### config.mk
export PLATFORM = sky130hd
export DESIGN_NAME = dcache_ctrl
export DESIGN_NICKNAME = d
export VERILOG_FILES = /design/src/rtl/dcache_ctrl.sv
export SDC_FILE = /design/constraint.sdc
export NUM_CORES = 1
export LEC_CHECK = 0
export CAP_MARGIN = 20
export CORE_MARGIN = 3
export CORE_UTILIZATION = 35
export DETAILED_ROUTE_END_ITERATION = 10
export REMOVE_ABC_BUFFERS = 1
export SKIP_LAST_GASP = 1
export SYNTH_ARGS = -nofsm -noshare
export SYNTH_HDL_FRONTEND = slang
export SYNTH_SLANG_ARGS = --single-unit
### constraint.sdc
create_clock -name clk -period 6.2 [get_ports clk]
set_clock_uncertainty 0.1 [all_clocks]
set_input_delay 0.62 -clock clk [delete_from_list [all_inputs] [get_ports clk]]
set_output_delay 0.62 -clock clk [all_outputs]
set_load 0.02 [all_outputs]
### src/rtl/dcache_ctrl.sv
// Direct-mapped, write-through, one-word-per-line data cache controller.
// Loads that hit return in the same cycle; misses and stores go to main memory.
module dcache_ctrl #(
  parameter int IDX_W = 3,
  parameter int CNT_W = 16
) (
  input  logic             clk,
  input  logic             rst,
  input  logic             cpu_req,
  input  logic             cpu_we,
  input  logic [31:0]      cpu_addr,
  input  logic [31:0]      cpu_wdata,
  output logic [31:0]      cpu_rdata,
  output logic             cpu_stall,
  input  logic             flush,
  output logic             mem_req,
  output logic             mem_we,
  output logic [31:0]      mem_addr,
  output logic [31:0]      mem_wdata,
  input  logic [31:0]      mem_rdata,
  input  logic             mem_ack,
  output logic [CNT_W-1:0] hit_cnt,
  output logic [CNT_W-1:0] miss_cnt
);

  localparam int LINES = 1 << IDX_W;
  localparam int TAG_W = 30 - IDX_W;

  typedef enum logic [1:0] {IDLE, REFILL, WRITE} state_t;

  state_t              state_q, state_d;
  logic [LINES-1:0]    valid_q, valid_d;
  logic [TAG_W-1:0]    tag_q  [LINES];
  logic [31:0]         data_q [LINES];
  logic [29:0]         addr_q, addr_d;
  logic [31:0]         wdata_q, wdata_d;
  logic [CNT_W-1:0]    hit_q, miss_q;

  logic                hit_inc, miss_inc, line_we, hit;
  logic [31:0]         line_wdata;
  logic [IDX_W-1:0]    req_idx, fill_idx;
  logic [TAG_W-1:0]    req_tag;
  logic                unused_addr_bits;

  assign req_idx          = cpu_addr[IDX_W+1:2];
  assign req_tag          = cpu_addr[31:IDX_W+2];
  assign fill_idx         = addr_q[IDX_W-1:0];
  assign hit              = valid_q[req_idx] && (tag_q[req_idx] == req_tag);
  assign unused_addr_bits = ^cpu_addr[1:0];

  always_comb begin
    state_d    = state_q;
    valid_d    = valid_q;
    addr_d     = addr_q;
    wdata_d    = wdata_q;
    hit_inc    = 1'b0;
    miss_inc   = 1'b0;
    line_we    = 1'b0;
    line_wdata = wdata_q;
    cpu_rdata  = 32'h0;
    cpu_stall  = 1'b0;
    mem_req    = 1'b0;
    mem_we     = 1'b0;
    mem_addr   = 32'h0;
    mem_wdata  = 32'h0;
    case (state_q)
      IDLE: begin
        // flush wins; any pending request is simply seen again next cycle
        if (flush) begin
          cpu_stall = 1'b1;
          valid_d   = '0;
        end else if (cpu_req) begin
          if (cpu_we) begin
            cpu_stall = 1'b1;
            addr_d    = cpu_addr[31:2];
            wdata_d   = cpu_wdata;
            state_d   = WRITE;
          end else if (hit) begin
            cpu_rdata = data_q[req_idx];
            hit_inc   = 1'b1;
          end else begin
            cpu_stall = 1'b1;
            addr_d    = cpu_addr[31:2];
            wdata_d   = cpu_wdata;
            miss_inc  = 1'b1;
            state_d   = REFILL;
          end
        end
      end
      REFILL: begin
        mem_req  = 1'b1;
        mem_addr = {addr_q, 2'b00};
        if (mem_ack) begin
          line_we    = 1'b1;
          line_wdata = mem_rdata;
          cpu_rdata  = mem_rdata;
          valid_d[fill_idx] = 1'b1;
          state_d    = IDLE;
        end else begin
          cpu_stall = 1'b1;
        end
      end
      WRITE: begin
        mem_req   = 1'b1;
        mem_we    = 1'b1;
        mem_addr  = {addr_q, 2'b00};
        mem_wdata = wdata_q;
        if (mem_ack) begin
          line_we    = 1'b1;
          line_wdata = wdata_q;
          valid_d[fill_idx] = 1'b1;
          state_d    = IDLE;
        end else begin
          cpu_stall = 1'b1;
        end
      end
      default: state_d = IDLE;
    endcase
  end

  always_ff @(posedge clk or posedge rst) begin
    if (rst) begin
      state_q <= IDLE;
      valid_q <= '0;
      addr_q  <= '0;
      wdata_q <= '0;
      hit_q   <= '0;
      miss_q  <= '0;
    end else begin
      state_q <= state_d;
      valid_q <= valid_d;
      addr_q  <= addr_d;
      wdata_q <= wdata_d;
      if (hit_inc && (hit_q != {CNT_W{1'b1}}))
        hit_q <= hit_q + {{(CNT_W-1){1'b0}}, 1'b1};
      if (miss_inc && (miss_q != {CNT_W{1'b1}}))
        miss_q <= miss_q + {{(CNT_W-1){1'b0}}, 1'b1};
    end
  end

  // Tag and data need no reset: the valid bits gate every use of them.
  always_ff @(posedge clk) begin
    if (line_we) begin
      tag_q[fill_idx]  <= addr_q[29:IDX_W];
      data_q[fill_idx] <= line_wdata;
    end
  end

  assign hit_cnt  = hit_q;
  assign miss_cnt = miss_q;

endmodule

==> out/metrics.cfg <==
[routing]
totalWireLength_um=56200
vias=12973
ant_nets=0
drt_pass1_iterations=5
vias_per_cell=5.11
wl_per_cell_um=22.1
drc=0
drt_iter0_drc=849

[synthesis]
synth.mux.area_fraction=0.166
synth_top_area_frac=0.598
synthAdderAreaFrac=0.00317
synthArstFlopShare=0.181
synthTopCellsByArea=edfxtp_1 (60%), dfrtp_1 (11%), mux4_2 (9.3%)
synthesis.instances=1373
synth_top_family_by_area=multiplexers
yosysMostFrequentCell=edfxtp_1
yosysUniqueCellTypes=46
synth_xor_area_frac=0.0159
yosys_warnings=0
yosys.area.top_type=edfxtp_1
synth-simple-area-share=0.0705
synthFlopType=edfxtp_1
syn_area_um2=23700
seq_area_frac_synth=0.708
synthTopCellsByCount=edfxtp_1 (472), nand2_1 (121), dfrtp_1 (104)
synth_compound_area_frac=0.0215
postSynthAreaPerCell_um2=17.3
synth_edf_count=472
ys_ff_latch=576

[critical_path]
crit_path_start=cpu_addr[2]
cp.required_ps=5480
r2r-end=tag_q[4][13]$_DFFE_PP_
ff2ff_path_depth=8
cp-start-kind=input port
r2r_setup_slack_ps=2320
crit_path_end_kind=output port
critPathKind=in -> out
timing.rr.start=state_q[0]$_DFFE_PP0P_
arrival_ps=4390
critical_path_peak_fanout=52

[cells_and_area]
finalNetCount=1734
multi_input_area_um2=6640
nFillCells=5783
area_growth_pct=22.8
drive_gt1_frac=0.200
diodes=0
regArea_um2=16800
design_area_um2=29100

[pwr]
p_leak_nw=10.2
vdd_drop_max_mv=0.218
p_per_area_nw_per_um2=398

[die]
dieArea_um2=70900
start_util=0.357
ios=233
die_w_um=266
core-area_um2=66500
rows=94
die_y_um=266

[clocking]
clk_pin_slew_ps=60
clock-root-buffer=clkbuf_16
tritoncts=yes
cts.sinks=576
clockBufferDepth=3
post_cts_buffers=0
numCtsBuffers=59
cts_resized=0
insertion_delay_ps=640
cts-hold-fix-buffers=0
ctsHtreeMaxLevel=2

[worst_hold_path]
worstHoldPathType=in -> async

[placed_design]
placed_area_um2=27100
gp_congestion=0.788
dp_hpwl_um=33600
port-buffer-count=228
pre_cts_ws_ps=1080

[timing]
report.final.slew_viol_count=0
setup_viol=0
relSlewSlack=0.277
tightest_slew_ps=1080
fin_crit_ps=5110
min_period_over_period=0.824
rsz0062_at_grt=no
clock.fmax_ghz=0.196
report.final.hold_viol_count=0
setup_ws_ps=1090

[grt]
antenna_found_initial=0
grt_pass1_vias=13459
grtUsageTotal=0.159
overflow=0
grt_max_degree=63
grt_pass1_wl_um=85100

[flow_run]
drv_cap=0

[status]
status=finished, final reports clean

## how the worst max path moves through the flow
stage               slack, ps                endpoint
detailed placement       1080           cpu_rdata[16]
finish                   1090           cpu_rdata[21]
global route              810           cpu_rdata[31]
floorplan                -130  data_q[4][0]$_DFFE_PP_
global placement         1090           cpu_rdata[16]
CTS                      1070           cpu_rdata[16]
## power breakdown
group          switching, W  internal [W]
logic               0.00140      0.000967
clock network       0.00149       0.00201
registers          0.000411       0.00528
## layout by cell type (no fill, tap or decap), types with 10 or more instances in the layout
cell / count
and2_1: 69
and3_1: 14
buf_4: 24
clkbuf_1: 14
clkbuf_16: 59
clkbuf_8: 11
clkdlybuf4s50_1: 225
clkinv_2: 13
dfrtp_1: 104
edfxtp_1: 472
mux2_2: 96
mux2i_1: 63
mux4_2: 98
nand2_1: 121
nand3_1: 25
nand4_1: 21
nor2_1: 21
nor4_1: 10
o21ai_0: 43
o22ai_1: 12
or3_1: 10
xnor2_1: 16
xor2_1: 27
## cell families after synthesis
family,after synthesis
DFF,576
and+or+nand+nor,331
muxes,258
AOI/OAI and AO/OA,85
buffers and inverters,73
xor gates and xnor gates,43
adders and majority gates,6
other,1
## flip-flops by register name, indices dropped and copies added, names as in the netlist
name      count
tag_q       216
valid_q       8
data_q      256
hit_cnt      16
miss_cnt     16
state_q       2
wdata_q      32
addr_q       30
## layout make-up
type / instances / area share
Sequential cell: 576 / 0.576
Multi-Input combinational cell: 725 / 0.228
Timing Repair Buffer: 258 / 0.0901
Clock buffer: 83 / 0.0573
Tap cell: 864 / 0.0371
Clock inverter: 29 / 0.0100
Inverter: 6 / 0.000860
## layer usage
metal  GRT usage  wire length [µm]
met1       0.219             25200
met2       0.266             27600
met3      0.0251              2330
met4      0.0366               998
met5           0                 0
## critical path, stage by stage
cell             delay, ps
clkbuf_8               490
buf_4                  420
mux2_2                 370
o22ai_1                160
or3_1                  150
nand4_1                100
nor4_2                 470
nand4_1                200
buf_4                  360
o21ai_0                290
clkdlybuf4s50_1        650
## stage by stage
stage | hold WS [ps] | setup TNS (ps) | util | power (W) | std cells
floorplan | 357 | -7460 | - | 0.00699 | 1307
global placement | 374 | 0 | 0.407 | 0.00808 | 2425
detailed placement | 382 | 0 | 0.408 | 0.00819 | 2427
CTS | 381 | 0 | 0.437 | 0.0117 | 2539
global route | 406 | 0 | 0.438 | 0.0121 | 2541
finish | 373 | 0 | 0.438 | 0.0116 | 2541
(Power assumes the default switching activity.)
